--- config.mk ---
export PLATFORM = sky130hd
export DESIGN_NAME = spi_target_flat
export DESIGN_NICKNAME = d
export VERILOG_FILES = /design/src/rtl/spi_target_pkg.sv /design/src/rtl/spi_target_if.sv /design/src/rtl/spi_sync.sv /design/src/rtl/spi_target.sv /design/src/flat_wrapper.sv
export SDC_FILE = /design/constraint.sdc
export NUM_CORES = 1
export LEC_CHECK = 0
export CAP_MARGIN = 20
export CORE_MARGIN = 2
export CORE_UTILIZATION = 40
export CTS_CLUSTER_DIAMETER = 80
export DETAILED_ROUTE_END_ITERATION = 10
export DONT_BUFFER_PORTS = 1
export HOLD_SLACK_MARGIN = 0.05
export PLACE_DENSITY_LB_ADDON = 0.1
export REMOVE_ABC_BUFFERS = 1
export SLEW_MARGIN = 20
export SYNTH_ARGS = -nofsm -noshare
export SYNTH_HDL_FRONTEND = slang
export SYNTH_SLANG_ARGS = --single-unit
export TNS_END_PERCENT = 50
--- constraint.sdc ---
create_clock -name clk -period 2.2 [get_ports clk]
set_input_delay 0.66 -clock clk [delete_from_list [all_inputs] [get_ports clk]]
set_output_delay 0.66 -clock clk [all_outputs]
set_load 0.1 [all_outputs]
--- src/rtl/spi_target_pkg.sv ---
// rtl/spi_target_pkg.sv - shared types and constants for the SPI target
// Contents: default widths, FSM state encoding, command bit values.
package spi_target_pkg;

  localparam int SPIT_DATA_W = 8;
  localparam int SPIT_ADDR_W = 4;

  typedef enum logic [2:0] {
    SPIT_IDLE,
    SPIT_CMD,
    SPIT_ADDR,
    SPIT_DATA,
    SPIT_DONE
  } spit_state_t;

  localparam logic SPI_CMD_RD = 1'b0;
  localparam logic SPI_CMD_WR = 1'b1;

endpackage

--- src/rtl/spi_target_if.sv ---
// rtl/spi_target_if.sv - SPI pins and local storage port of the SPI target
// slave modport  : the target (samples SPI pins, drives MISO and the local port)
// master modport : the link master plus the local storage responder
interface spi_target_if
  import spi_target_pkg::*;
#(
  parameter int DATA_W = SPIT_DATA_W,
  parameter int ADDR_W = SPIT_ADDR_W
);

  logic              sclk_in;
  logic              cs_n_in;
  logic              mosi_in;
  logic              miso_out;
  logic              miso_oe_out;
  logic              wr_strobe_out;
  logic [ADDR_W-1:0] wr_addr_out;
  logic [DATA_W-1:0] wr_data_out;
  logic              rd_req_out;
  logic [ADDR_W-1:0] rd_addr_out;
  logic [DATA_W-1:0] rd_data_in;
  logic              busy_out;
  logic              frame_err_out;

  modport slave (
    input  sclk_in, cs_n_in, mosi_in, rd_data_in,
    output miso_out, miso_oe_out, wr_strobe_out, wr_addr_out, wr_data_out,
           rd_req_out, rd_addr_out, busy_out, frame_err_out
  );

  modport master (
    output sclk_in, cs_n_in, mosi_in, rd_data_in,
    input  miso_out, miso_oe_out, wr_strobe_out, wr_addr_out, wr_data_out,
           rd_req_out, rd_addr_out, busy_out, frame_err_out
  );

endinterface

--- src/rtl/spi_sync.sv ---
// rtl/spi_sync.sv - 2-flop pin synchroniser with optional edge detection
// Ports: clk, rst (async, active-high), i_pin (asynchronous pin),
//        o_sig: EDGES=0 -> [0] synchronised level
//               EDGES=1 -> [0] rise pulse, [1] fall pulse (one clk each)
module spi_sync #(
  parameter bit EDGES   = 1'b0,
  parameter bit RST_VAL = 1'b0
) (
  input  logic                      clk,
  input  logic                      rst,
  input  logic                      i_pin,
  output logic [(EDGES ? 2 : 1)-1:0] o_sig
);

  logic [1:0] r_sync;

  always_ff @(posedge clk or posedge rst) begin
    if (rst) begin
      r_sync <= {2{RST_VAL}};
    end else begin
      r_sync <= {r_sync[0], i_pin};
    end
  end

  if (EDGES) begin : g_edge
    logic r_prev;

    always_ff @(posedge clk or posedge rst) begin
      if (rst) begin
        r_prev <= RST_VAL;
      end else begin
        r_prev <= r_sync[1];
      end
    end

    assign o_sig = {~r_sync[1] & r_prev, r_sync[1] & ~r_prev};
  end else begin : g_level
    assign o_sig = r_sync[1];
  end

endmodule

--- src/rtl/spi_target.sv ---
// rtl/spi_target.sv - SPI mode-0 target bridging frames to a local storage port
// Ports: clk, rst (async, active-high), bus (spi_target_if.slave):
//   SPI pins sclk_in/cs_n_in/mosi_in in, miso_out/miso_oe_out out;
//   write strobe with addr/data, read request with addr, read data in;
//   busy_out (frame in progress), frame_err_out (cs_n rose mid-frame).
// Frame: cmd bit, ADDR_W address bits, DATA_W data bits, all MSB-first.
module spi_target
  import spi_target_pkg::*;
#(
  parameter int DATA_W = SPIT_DATA_W,
  parameter int ADDR_W = SPIT_ADDR_W
) (
  input  logic         clk,
  input  logic         rst,
  spi_target_if.slave  bus
);

  localparam int FRAME_W = 1 + ADDR_W + DATA_W;
  localparam int CNT_W   = $clog2(FRAME_W + 1);

  // r_cnt holds the number of bits already captured in this frame.
  localparam logic [CNT_W-1:0] ADDR_LAST  = CNT_W'(ADDR_W);
  localparam logic [CNT_W-1:0] DATA_FIRST = CNT_W'(ADDR_W + 1);
  localparam logic [CNT_W-1:0] DATA_LAST  = CNT_W'(FRAME_W - 1);

  logic [1:0] w_sclk_edge;
  logic       w_sclk_rise;
  logic       w_sclk_fall;
  logic       w_cs_n;
  logic       w_mosi;

  spi_sync #(.EDGES(1'b1), .RST_VAL(1'b0)) u_sync_sclk (
    .clk   (clk),
    .rst   (rst),
    .i_pin (bus.sclk_in),
    .o_sig (w_sclk_edge)
  );

  // cs_n resets to its idle (deasserted) level so reset release never
  // looks like a frame start or an abort.
  spi_sync #(.EDGES(1'b0), .RST_VAL(1'b1)) u_sync_cs_n (
    .clk   (clk),
    .rst   (rst),
    .i_pin (bus.cs_n_in),
    .o_sig (w_cs_n)
  );

  spi_sync #(.EDGES(1'b0), .RST_VAL(1'b0)) u_sync_mosi (
    .clk   (clk),
    .rst   (rst),
    .i_pin (bus.mosi_in),
    .o_sig (w_mosi)
  );

  assign w_sclk_rise = w_sclk_edge[0];
  assign w_sclk_fall = w_sclk_edge[1];

  spit_state_t       r_state;
  logic [CNT_W-1:0]  r_cnt;
  logic              r_cmd;
  logic [ADDR_W-1:0] r_addr;
  logic [DATA_W-1:0] r_rx;
  logic [DATA_W-1:0] r_tx;
  logic              r_oe;
  logic              r_wr_pend;
  logic              r_wr_strobe;
  logic [ADDR_W-1:0] r_wr_addr;
  logic [DATA_W-1:0] r_wr_data;
  logic              r_rd_req;
  logic [ADDR_W-1:0] r_rd_addr;
  logic              r_frame_err;

  always_ff @(posedge clk or posedge rst) begin
    if (rst) begin
      r_state     <= SPIT_IDLE;
      r_cnt       <= '0;
      r_cmd       <= 1'b0;
      r_addr      <= '0;
      r_rx        <= '0;
      r_tx        <= '0;
      r_oe        <= 1'b0;
      r_wr_pend   <= 1'b0;
      r_wr_strobe <= 1'b0;
      r_wr_addr   <= '0;
      r_wr_data   <= '0;
      r_rd_req    <= 1'b0;
      r_rd_addr   <= '0;
      r_frame_err <= 1'b0;
    end else begin
      r_wr_strobe <= 1'b0;
      r_rd_req    <= 1'b0;
      r_frame_err <= 1'b0;

      // Write commit happens one clk after the last data bit lands.
      if (r_wr_pend) begin
        r_wr_strobe <= 1'b1;
        r_wr_addr   <= r_addr;
        r_wr_data   <= r_rx;
        r_wr_pend   <= 1'b0;
      end

      if (w_cs_n && (r_state == SPIT_CMD || r_state == SPIT_ADDR ||
                     r_state == SPIT_DATA)) begin
        r_state     <= SPIT_IDLE;
        r_frame_err <= 1'b1;
        r_oe        <= 1'b0;
        r_tx        <= '0;
      end else begin
        case (r_state)
          SPIT_IDLE: begin
            if (!w_cs_n) begin
              r_state <= SPIT_CMD;
              r_cnt   <= '0;
            end
          end

          SPIT_CMD: begin
            if (w_sclk_rise) begin
              r_cmd   <= w_mosi;
              r_cnt   <= r_cnt + 1'b1;
              r_state <= SPIT_ADDR;
            end
          end

          SPIT_ADDR: begin
            if (w_sclk_rise) begin
              r_addr <= {r_addr[ADDR_W-2:0], w_mosi};
              r_cnt  <= r_cnt + 1'b1;
              if (r_cnt == ADDR_LAST) begin
                r_state <= SPIT_DATA;
                if (r_cmd == SPI_CMD_RD) begin
                  r_rd_req  <= 1'b1;
                  r_rd_addr <= {r_addr[ADDR_W-2:0], w_mosi};
                end
              end
            end
          end

          SPIT_DATA: begin
            if (r_rd_req) begin
              r_tx <= bus.rd_data_in;
              r_oe <= 1'b1;
            end else if (w_sclk_fall && r_cmd == SPI_CMD_RD &&
                         r_cnt != DATA_FIRST) begin
              // The fall between the last address rise and the first data
              // rise must keep the freshly loaded MSB on the line.
              r_tx <= {r_tx[DATA_W-2:0], 1'b0};
            end

            if (w_sclk_rise) begin
              r_cnt <= r_cnt + 1'b1;
              if (r_cmd == SPI_CMD_WR) begin
                r_rx <= {r_rx[DATA_W-2:0], w_mosi};
              end
              if (r_cnt == DATA_LAST) begin
                r_state <= SPIT_DONE;
                r_oe    <= 1'b0;
                r_tx    <= '0;
                if (r_cmd == SPI_CMD_WR) begin
                  r_wr_pend <= 1'b1;
                end
              end
            end
          end

          SPIT_DONE: begin
            if (w_cs_n) begin
              r_state <= SPIT_IDLE;
            end
          end

          default: r_state <= SPIT_IDLE;
        endcase
      end
    end
  end

  assign bus.miso_out      = r_oe & r_tx[DATA_W-1];
  assign bus.miso_oe_out   = r_oe;
  assign bus.wr_strobe_out = r_wr_strobe;
  assign bus.wr_addr_out   = r_wr_addr;
  assign bus.wr_data_out   = r_wr_data;
  assign bus.rd_req_out    = r_rd_req;
  assign bus.rd_addr_out   = r_rd_addr;
  assign bus.busy_out      = (r_state != SPIT_IDLE);
  assign bus.frame_err_out = r_frame_err;

endmodule

--- src/flat_wrapper.sv ---
// flat-port wrapper written by rule: the top's interface ports become plain ports
module spi_target_flat import spi_target_pkg::*;
#(
  parameter int DATA_W = SPIT_DATA_W,
  parameter int ADDR_W = SPIT_ADDR_W
)
  (clk, rst, bus_sclk_in, bus_cs_n_in, bus_mosi_in, bus_rd_data_in, bus_miso_out, bus_miso_oe_out, bus_wr_strobe_out, bus_wr_addr_out, bus_wr_data_out, bus_rd_req_out, bus_rd_addr_out, bus_busy_out, bus_frame_err_out);
  spi_target_if #(.DATA_W(DATA_W), .ADDR_W(ADDR_W)) bus_i ();
  input  logic clk;
  input  logic rst;
  input wire logic [$bits(bus_i.sclk_in)-1:0] bus_sclk_in;
  input wire logic [$bits(bus_i.cs_n_in)-1:0] bus_cs_n_in;
  input wire logic [$bits(bus_i.mosi_in)-1:0] bus_mosi_in;
  input wire logic [$bits(bus_i.rd_data_in)-1:0] bus_rd_data_in;
  output wire logic [$bits(bus_i.miso_out)-1:0] bus_miso_out;
  output wire logic [$bits(bus_i.miso_oe_out)-1:0] bus_miso_oe_out;
  output wire logic [$bits(bus_i.wr_strobe_out)-1:0] bus_wr_strobe_out;
  output wire logic [$bits(bus_i.wr_addr_out)-1:0] bus_wr_addr_out;
  output wire logic [$bits(bus_i.wr_data_out)-1:0] bus_wr_data_out;
  output wire logic [$bits(bus_i.rd_req_out)-1:0] bus_rd_req_out;
  output wire logic [$bits(bus_i.rd_addr_out)-1:0] bus_rd_addr_out;
  output wire logic [$bits(bus_i.busy_out)-1:0] bus_busy_out;
  output wire logic [$bits(bus_i.frame_err_out)-1:0] bus_frame_err_out;
  assign bus_i.sclk_in = bus_sclk_in;
  assign bus_i.cs_n_in = bus_cs_n_in;
  assign bus_i.mosi_in = bus_mosi_in;
  assign bus_i.rd_data_in = bus_rd_data_in;
  assign bus_miso_out = bus_i.miso_out;
  assign bus_miso_oe_out = bus_i.miso_oe_out;
  assign bus_wr_strobe_out = bus_i.wr_strobe_out;
  assign bus_wr_addr_out = bus_i.wr_addr_out;
  assign bus_wr_data_out = bus_i.wr_data_out;
  assign bus_rd_req_out = bus_i.rd_req_out;
  assign bus_rd_addr_out = bus_i.rd_addr_out;
  assign bus_busy_out = bus_i.busy_out;
  assign bus_frame_err_out = bus_i.frame_err_out;
  spi_target #(.DATA_W(DATA_W), .ADDR_W(ADDR_W)) u_core (.clk(clk), .rst(rst), .bus(bus_i));
endmodule
Word-level counts from Yosys, hierarchy flattened. Index checks and enable logic that the tools add are counted. Widths: inputs -> output; s select.

Input port bits: 13. Register bits: 56. Output and inout port bits: 22. Logic and storage cells: 93.

Reduce and logical (&&, ||, !) cells: 16. Bitwise operators: 7. Mux-type cells: 35. $add $sub $neg: 1. Equal/unequal tests: 16.

Operator list (number): $mux 8 (6); $mux 3 (8); $mux 1 (17); $ne 3x2->1 const B (5); $pmux 3 s5 (1); $mux 4 (2); $pmux 4 s2 (1); $reduce_and 4->1 (2); $reduce_and 7->1 (1); $eq 3x2->1 const B (2); $ne 3x3->1 const B (2); $reduce_and 3->1 (2); $reduce_and 5->1 (1); $add 4x1->4 const B (1); $eq 4x3->1 const B (1); $eq 4x4->1 const B (1); $ne 4x3->1 const B (1); $not 1->1 (4); $reduce_bool 2->1 (2); $and 1x1->1 (3); $eq 3x1->1 const B (1); $eq 3x3->1 const B (1); $logic_and 1x1->1 (3); $logic_not 3->1 (1); other kinds (5) (6).

Longest topological paths before layout.
Depth after elaboration: 10. Gate-level depth with buffers: 7. Mapped depth without buffers: 6.

By module. Synthesis repeated with hierarchy kept, for this count alone.

Cell total of the unflattened synthesis: 189. Area total of the unflattened synthesis: 2414.8 sq um.

By module, submodules not included: spi_target (times used 1, area an instance 2210.9 sq um, seq. area each 1226.2 sq um, cells an instance 177); spi_sync (u_core.u_sync_sclk) (times used 1, area an instance 93.8 sq um, seq. area each 75.1 sq um, cells an instance 6); spi_sync (u_core.u_sync_cs_n) (times used 1, area an instance 56.3 sq um, seq. area each 52.6 sq um, cells an instance 3); spi_sync (u_core.u_sync_mosi) (times used 1, area an instance 53.8 sq um, seq. area each 50.0 sq um, cells an instance 3).

Worst setup path after synthesis. No wires, ideal clock.

Path type: reg2out. From: register u_core.r_oe (netlist: u_core.bus.miso_oe_out). To: output bus_miso_out. Data arrival time: 1.788 ns. Stages on the path, launching flop included: 2. Buffers on the path: 0. Data required time: 1.540 ns. Path slack: -0.248 ns. Cell sequence: dfrtp_1 > and2_1.

Longest elaborated chain between the ends: 1.

Ends and longest elaborated chain: start, declared (RTL line spi_target.sv:64) `logic r_oe;`; start signal, assigned (RTL line spi_target.sv:81) `r_oe <= 1'b0;`; start signal, assigned (RTL line spi_target.sv:106) `r_oe <= 1'b0;`; start signal, assigned (RTL line spi_target.sv:142) `r_oe <= 1'b1;`; $and 1x1->1 (RTL line spi_target.sv:178) `assign bus.miso_out = r_oe & r_tx[DATA_W-1];`; end, declared (RTL line flat_wrapper.sv:15) `output wire logic [$bits(bus_i.miso_out)-1:0] bus_miso_out;`.

No other way between the ends.

Worst setup path in the final report.
From: register u_core.r_state[0]. To: output bus_busy_out.

Longest elaborated chain between the ends: 1.

Ends and longest elaborated chain: start, declared (RTL line spi_target.sv:58) `spit_state_t r_state;`; start signal, assigned (RTL line spi_target.sv:75) `r_state <= SPIT_IDLE;`; start signal, assigned (RTL line spi_target.sv:104) `r_state <= SPIT_IDLE;`; start signal, assigned (RTL line spi_target.sv:112) `r_state <= SPIT_CMD;`; $reduce_bool 3->1 (RTL line spi_target.sv:185) `assign bus.busy_out = (r_state != SPIT_IDLE);`; end, declared (RTL line flat_wrapper.sv:22) `output wire logic [$bits(bus_i.busy_out)-1:0] bus_busy_out;`.

No other way between the ends.

==> summary.txt <==
Route
  – Residual DRC: 0
  – ANT nets after route: 0
  – Drt total wl: ~4.5 mm
  – Vias: between 1,500 and 2,000
  – 1st-iter DRT viols: 54
  – DR WL/cell: 15.7 µm
  – Vias per Instance: approximately 5.4
  – Drt pass-1 iters: 4

Clocking
  – Root Driver: clkbuf_8
  – Clock Path Buffers: 2
  – H-tree depth: 2
  – CTS Hold Buffers Added: 0
  – Clock transition at the registers of the reported paths: 100 ps
  – CTS buffer count: 5
  – TritonCTS clock tree: done
  – Num Clock Sinks: 56
  – Post-cts sizing count: 0
  – Post-CTS Setup Repair Bufs: 0
  – Clock Latency Late Sink: 310 ps

GRT
  – First-pass GRT wire length: 7.42 mm
  – Grt total ovfl: 0
  – Vias in the first global route: 1,543
  – Total Routing Usage GR: 14.4%
  – Largest net degree at the start of global routing: 57
  – Initial antenna violation count: 0

STA
  – Final setup viols: 0
  – Fin crit period: 2110 ps
  – FMAX: 474 MHz
  – RSZ-0062 raised after global routing: false
  – Clock Skew: 4.51 ps
  – Final period util: 96.0%
  – Final hold violation count: 0
  – Max-slew headroom: 38.7%
  – Pins Over Slew Limit: 0
  – Slew @ Worst Pin: 919 ps
  – Setup ws final: 88.8 ps

Place
  – Port Buffers: 0
  – RD Place Congestion: 0.847
  – DP HPWL: 3.08 mm
  – Dpl ws: about 260 ps

Critical path
  – Type of the worst setup path: flip-flop to primary output
  – Cell family with most CP delay: flip-flops
  – Worst Path Max Fanout: 11
  – Setup crit end kind: primary output
  – Critical path's slowest cell: dfrtp_1
  – CP startpoint kind: flip-flop
  – Worst-path cell chain: or3_1 -> buf_4
  – Worst EP required: 1540 ps
  – Buffers & Inverters on Critical Path: 1
  – CP arrival: 1450 ps
  – Crit-path max cell delay: 500 ps

Synthesis
  – Cells after synthesis: 204
  – Syn Std Cell Area: around 2500 µm²
  – Register bit total from synthesis: 56
  – Cell variety after synth: 39
  – Synth top area share: 54.8%
  – Leading area contributor after synthesis: dfrtp_1
  – Ys Warns: 0
  – Post-synthesis sequential area ratio: a little under three fifths
  – Post-Syn Area per Cell: roughly 12 µm²
  – Area contributors post-synth: dfrtp_1, mux2_2, o31a_1

Cells and area
  – N_diodes: 0
  – Share of cells above drive strength 1: 26.2%
  – Area grow syn2layout: 12.0%
  – Final nets: 229
  – Fin util: 46.4%
  – Fill cells: 560

Die
  – Chip Width: 82.5 µm
  – Initial core utilization: 41.4%
  – Ports: 35
  – Core Region: 5960 µm²
  – Total die area: around 7000 µm²
  – # rows: 28
  – Die height: 82.5 µm

Power
  – Cell Pwr Density: approximately 700 nW/µm²
  – Peak supply drop: ~0.00034 V
  – Leak pwr: approximately 1.3 nW

Worst hold path
  – Hold Path Class: input port to async pin

Job
  – Max Cap Viol: 0

Status
  – Outcome: complete, no violations
==> cell usage in the layout, fill, tap and decap left out, types with 2 or more instances in the layout <==
cell type / n
o21ai_0: 9
ha_1: 3
nand2_1: 5
nor2b_1: 8
buf_12: 3
clkbuf_8: 5
and2_1: 2
a21oi_1: 10
nand2b_1: 2
or4_1: 8
nand3_1: 4
mux2_2: 29
nor2_1: 5
dfrtp_1: 54
nor3b_1: 2
nand3b_1: 2
inv_1: 11
o31ai_1: 2
nor3_1: 3
dfstp_2: 2
a22oi_1: 2
buf_4: 10
o31a_1: 7
nor4_1: 7
==> synthesized netlist by cell type, drive strengths merged <==
cell,number
nor4,7
nand4b,1
and3b,1
nor2,6
buf,3
and2,2
inv,12
a22o,1
ha,3
o21a,1
o31ai,2
a21oi,10
and2b,1
a32o,1
nand3,4
xor2,1
nor2b,8
nor3,3
a22oi,2
dfstp,2
o2111a,1
or3,1
or3b,1
clkbuf,8
o21bai,1
nand3b,2
nor3b,2
mux2,29
a21boi,1
o2111ai,1
or4,8
o31a,7
nand2,5
dfrtp,54
o21ai,9
o21ba,1
nand2b,2
==> flip-flops by register name, indices dropped and copies added, names as in the netlist, 2 cells and up <==
register,cells
u_core.bus.wr_data_out,8
u_core.r_rx,8
u_core.r_tx,8
u_core.bus.rd_addr_out,4
u_core.bus.wr_addr_out,4
u_core.r_addr,4
u_core.r_cnt,4
u_core.r_state,3
u_core.u_sync_cs_n.r_sync,2
u_core.u_sync_mosi.r_sync,2
u_core.u_sync_sclk.r_sync,2
==> worst paths after layout <==
check	startpoint	end	slack, ps	depth (start not counted)
min reg2reg	u_core.u_sync_sclk.r_sync[0]	u_core.u_sync_sclk.r_sync[1]	360	0
max	u_core.r_state[0]	bus_busy_out	90	2
min	rst	u_core.bus.wr_data_out[5]	280	2
max in group asynchronous	rst	u_core.u_sync_cs_n.r_sync[0]	1620	2
max reg2reg	u_core.r_cnt[0]	u_core.r_tx[7]	240	7
min in group clk	bus_cs_n_in	u_core.u_sync_cs_n.r_sync[0]	340	0
==> through the flow <==
stage / hold slack [ps] / cells / instance area, µm² / power (mW) / TNS (ps)
after floorplan: 331 / 193 / 2420 / 1.23 / -248
after global placement: 332 / 281 / 2650 / 1.27 / 0
after detailed placement: 335 / 281 / 2650 / 1.28 / 0
after CTS: 284 / 289 / 2760 / 1.97 / 0
after global routing: 273 / 289 / 2760 / 2.03 / 0
final: 277 / 289 / 2760 / 1.94 / 0
==> layout make-up <==
class                      count  area [µm²]  area share, %
tap                           75        93.8           3.40
timing repair buffer          13         135           4.89
multi-input combinational    125         972           35.2
sequential                    56        1400           50.8
clock inverter                 2        38.8           1.40
clock buffer                   6        72.6           2.63
inverter                      12        45.0           1.63
==> logic make-up (layout without fill, tap and decap cells) <==
logic type,after synthesis,in the layout,synth area share (%)
AOI/OAI and AO/OA,38,38,10.7
DFF,56,56,57.0
buffers and inverters,23,33,3.60
and+or+nand+nor,54,54,13.6
muxes,29,29,13.2
xor gates and xnor gates,1,1,0.355
adders and majority gates,3,3,1.52
==> routing by layer <==
| metal | routed length, µm | share of wire [%] | GRT usage, % | up-vias |
|---|---|---|---|---|
| li1 | - | - | - | 749 |
| met1 | 2140 | 47 | 20.1 | 791 |
| met2 | 2150 | 47 | 21.5 | 26 |
| met3 | 175 | 3.9 | 3.15 | 5 |
| met4 | 63 | 1.4 | 6.39 | 0 |
| met5 | 0 | 0 | 0 | - |
==> power breakdown <==
part / internal, mW / leakage, nW / switching, mW / total (mW)
sequential: 1.06 / 0.757 / 0.0287 / 1.09
clock: 0.345 / 0.0558 / 0.338 / 0.683
combinational: 0.0598 / 0.467 / 0.109 / 0.169
(Power assumes the default switching activity.)
==> variant 1 (same settings) <==
The parameter `RST_VAL` goes from 1'b1 to 1'b0.
--- a/src/rtl/spi_target.sv
+++ b/src/rtl/spi_target.sv
@@ -39,5 +39,5 @@
   // cs_n resets to its idle (deasserted) level so reset release never
   // looks like a frame start or an abort.
-  spi_sync #(.EDGES(1'b0), .RST_VAL(1'b1)) u_sync_cs_n (
+  spi_sync #(.EDGES(1'b0), .RST_VAL(1'b0)) u_sync_cs_n (
     .clk   (clk),
     .rst   (rst),
Function: changed (a bounded check fails within 4 cycles, from zero or initial values and one cycle with rst high).
==> variant 1 against the unedited design <==
Setup slack got worse by 0.030 ns; synthesized area fell by 0.10%; worst hold slack got worse by 0.055 ns; sequential cell count is the same; sequential share of layout area is 0.44 points higher; final area decreased by 1.0%; critical path type unchanged; power decreased by 5.9%; routed wire length rose by 3.4%; first-iteration DRC count shrank 20%; register-to-register slack lost 0.02 ns; count of clock-buffer cells in the layout shrank 1; final cell count grew 0.35%.
==> variant 1: results (changes against the unedited design) <==
stage	metric	value	unit	change
critical_path	worst setup path startpoint	u_core.r_state[1]		
sta	Slew @ Worst Pin	0.906	ns	-0.0134 ns
final_layout	Final Cell Area	2730	um2	-1.0%
critical_path	Worst R2R End	u_core.r_tx[6]		
power	sequential power share	0.594		+0.034
route	routed via count	1586		+0.95%
cts	H-tree depth	2		unchanged
synthesis	post-synthesis mux area share	0.133		+0.000135
placement	DP HPWL	3350	um	+8.8%
critical_path	Worst path max stage delay	0.54	ns	+0.04 ns
power	Power per Cell Area	667	nW/um2	-4.9%
critical_path	critical path arrival	1.48	ns	+0.03 ns
critical_path	worst-path fanout max	13		+2
placement	Placed Area	2640	um2	-0.28%
global_route	global-route wire length before repair	7450	um	+0.38%
sta	Fin Clk Skew	0.00422	ns	-0.000290 ns
placement	DP Worst Slack	0.248	ns	-0.0151 ns
power	Worst VDD drop	367	uV	+7.0%
run_status	run status	completed		
sta	fin crit period	2.14	ns	+0.0298 ns
sta	max-slew violations	0		unchanged
synthesis	post-synth cell types	38		-2.6%
synthesis	top post-synthesis cells by area	dfrtp_1, mux2_2, o31a_1, or4_1, a21oi_1		
final_layout	final net count	230		+0.44%
critical_path	internal reg-to-reg setup slack	0.22	ns	-0.02 ns
synthesis	Seq/Total Area, Yosys	0.569		about the same
final_layout	fraction of layout cells with a size suffix above 1	0.260		-0.00122
final_layout	fill count	562		+0.36%
route	drt wl/cell	16.2	um	+3.0%
critical_path	FF-to-FF Start	u_core.r_cnt[0]		
power	combinational share of power	0.092		+0.005
placement	cell total after placement	282		+0.36%
synthesis	adder-cell share of the synthesized area	0.0152		+0.0000155
synthesis	commonest cells in the netlist	dfrtp_1, mux2_2, inv_1, a21oi_1, o21ai_0		
global_route	All-Layer GR Usage	0.144		+0.000205
placement	RePlAce Congestion	0.864		+2.0%
global_route	largest net degree at the start of global routing	23		-60%
power	NetSw	0.483	mW	+1.4%
route	final wirelength	4690	um	+3.4%
synthesis	xor-xnor portion of the synthesized cell area	0.00356		+0.00000361
power	P_leak	1.27	nW	-0.75%
synthesis	Compound-Gate Fraction of Synth Area	0.107		+0.000109
-- variant 1: cell types whose count changed after synthesis --
cell	delta
dfstp_2	-2
dfrtp_1	+2
-- variant 1: per-layer routing --
layer / up-vias / share of wire / wire length, um / global-route usage
li1: 749 / - / - / -
met1: 778 / 0.43 / 2020 / 0.190
met2: 49 / 0.48 / 2260 / 0.231
met3: 10 / 0.071 / 335 / 0.0370
met4: 0 / 0.016 / 76 / 0.0500
met5: - / 0 / 0 / 0
-- variant 1: cell type report --
class | instances | share of cell area
sequential | 56 | 0.513
clock inverter | 3 | 0.00778
inverter | 12 | 0.0165
multi-input combinational | 125 | 0.356
timing repair buffer | 14 | 0.0476
tap | 75 | 0.0343
clock buffer | 5 | 0.0252
-- variant 1: cells by family after synthesis --
logic type / Yosys count
flops: 56
simple gates: 54
compound gates: 38
mux: 29
buf+inv: 23
fa+ha+maj: 3
xor+xnor: 1
==> variant 2 (same settings) <==
Made on the original files. The 5 states of `spit_state_t` get a one-hot encoding in 5 bits.
--- a/src/rtl/spi_target_pkg.sv
+++ b/src/rtl/spi_target_pkg.sv
@@ -6,10 +6,10 @@
   localparam int SPIT_ADDR_W = 4;
 
-  typedef enum logic [2:0] {
-    SPIT_IDLE,
-    SPIT_CMD,
-    SPIT_ADDR,
-    SPIT_DATA,
-    SPIT_DONE
+  typedef enum logic [4:0] {
+    SPIT_IDLE = 5'b00001,
+    SPIT_CMD  = 5'b00010,
+    SPIT_ADDR = 5'b00100,
+    SPIT_DATA = 5'b01000,
+    SPIT_DONE = 5'b10000
   } spit_state_t;
 
Check against the original RTL: same outputs for any inputs over 10 cycles, from zero or initial values and one cycle with rst high; not proved beyond that.
==> variant 2 against the unedited design <==
Synthesized area rose by 3.5%; setup slack got worse by 0.048 ns; first-iteration DRC count rose by 28%; routed wire length rose by 9.6%; synthesized cell count did not move; sequential cell count rose by 2; power rose by 19%; via count rose by 2.4%; clock power rose by 35%; final area rose by 6.0%; largest cell class unchanged.
==> variant 2: results (changes against the unedited design) <==
stage	metric	value	unit	change
sta	relative slew slack	0.381		-0.00630
route	via/cell ratio	5.34		-1.7%
route	Detailed Routing Iterations Pass 1	4		unchanged
final_layout	final net count	235		+2.6%
route	routed via count	1608		+2.4%
placement	DP HPWL	3330	um	+8.2%
cts	clock slew at reported path FFs	0.07	ns	-0.03 ns
synthesis	Compound-Gate Fraction of Synth Area	0.0814		-0.0257
critical_path	internal reg-to-reg setup slack	0.20	ns	-0.04 ns
synthesis	adder-cell share of the synthesized area	0.0147		-0.000515
route	1st-iter DRT viols	69		+28%
synthesis	xor-xnor portion of the synthesized cell area	0.00343		-0.000120
global_route	All-Layer GR Usage	0.150		+0.00583
global_route	met1 GRT Util	0.188		-0.0130
placement	cell total after placement	283		+0.71%
global_route	largest net degree at the start of global routing	43		-25%
critical_path	worst setup path startpoint	u_core.r_state[0]		
power	P_leak	1.44	nW	+12%
critical_path	critical path arrival	1.50	ns	+0.05 ns
critical_path	Worst R2R End	u_core.bus.rd_addr_out[2]		
run_status	run status	completed		
sta	Fin Clk Skew	0.00721	ns	+0.00270 ns
synthesis	commonest cells in the netlist	dfrtp_1, mux2_2, nand2_1, o21ai_0, mux2i_1		
synthesis	post-synth cell types	44		+13%
cts	H-tree depth	3		+1
power	Worst VDD drop	470	uV	+37%
final_layout	fraction of layout cells with a size suffix above 1	0.308		+0.0464
critical_path	worst-path fanout max	2		-9
synthesis	post-synthesis mux area share	0.169		+0.0367
critical_path	path depth of the worst reg2reg path	5		-2
global_route	global-route wire length before repair	8240	um	+11%
synthesis	top post-synthesis cells by area	dfrtp_1, mux2_2, mux2i_1, dfstp_2, nand2_1		
critical_path	FF-to-FF Start	u_core.r_state[3]		
cts	worst skew pair latency	0.33	ns	+0.02 ns
synthesis	Seq/Total Area, Yosys	0.570		+0.000834
placement	Placed Area	2690	um2	+1.6%
global_route	GR Util met2	0.232		+0.0167
sta	WHS	0.189	ns	-0.0880 ns
global_route	met3 usage	0.0564		+0.0249
cts	Num CTS Buffers	9		+4
placement	RePlAce Congestion	0.826		-2.5%
route	final wirelength	4970	um	+9.6%
==> variant 2: cell count changes after synthesis, moves of 6 or more <==
| cell | change |
|---|---|
| a22o_1 | +6 |
| or4_1 | -8 |
| clkbuf_1 | -7 |
| mux2i_1 | +9 |
| nor2b_1 | -7 |
| o31a_1 | -7 |
| nand2_1 | +14 |
| a21oi_1 | -8 |
| nor4_1 | -6 |
==> variant 2: metrics by stage <==
step	setup slack, ns	TNS [ns]
floorplan	-0.237	-0.384
global placement	0.223	0
detailed placement	0.110	0
CTS	0.0236	0
global route	-0.00641	-0.00641
finish	0.0410	0
==> variant 2: final cells by class <==
class / instances / area (um2)
Clock inverter: 6 / 57.6
Multi-Input combinational cell: 130 / 1030
Tap cell: 77 / 96.3
Timing Repair Buffer: 12 / 128
Fill cell: 580 / 3310
Sequential cell: 58 / 1460
Clock buffer: 10 / 128
Inverter: 8 / 30.0
==> variant 2: timing repair <==
action,CTS,global route
buffers inserted,1,1
setup endpoints to repair,1,1
resized for setup,4,5
pin swaps,0,1
==> variant 2: kinds of logic after synthesis <==
group                      Yosys count
DFF                                 58
and+or+nand+nor                     57
muxes                               38
AOI/OAI and AO/OA                   31
buffers and inverters               16
adders and majority gates            3
xor gates and xnor gates             1
==> variant 2: worst max-delay path, stage by stage (launching register included) <==
cell	delay [ns]
dfstp_2	0.54
nor2b_4	0.15
nor3b_4	0.22
nand2_2	0.09
buf_12	0.17
==> variant 2: routing by layer <==
metal	vias up	wire length [um]
met5	-	0
met4	0	115
met3	11	297
met2	47	2380
met1	793	2180
li1	757	-
==> variant 2: power by group <==
group | switching, mW | total, mW | internal [mW]
Sequential | 0.0364 | 1.14 | 1.10
Clock | 0.410 | 0.925 | 0.514
Combinational | 0.149 | 0.252 | 0.102
Total | 0.596 | 2.31 | 1.72
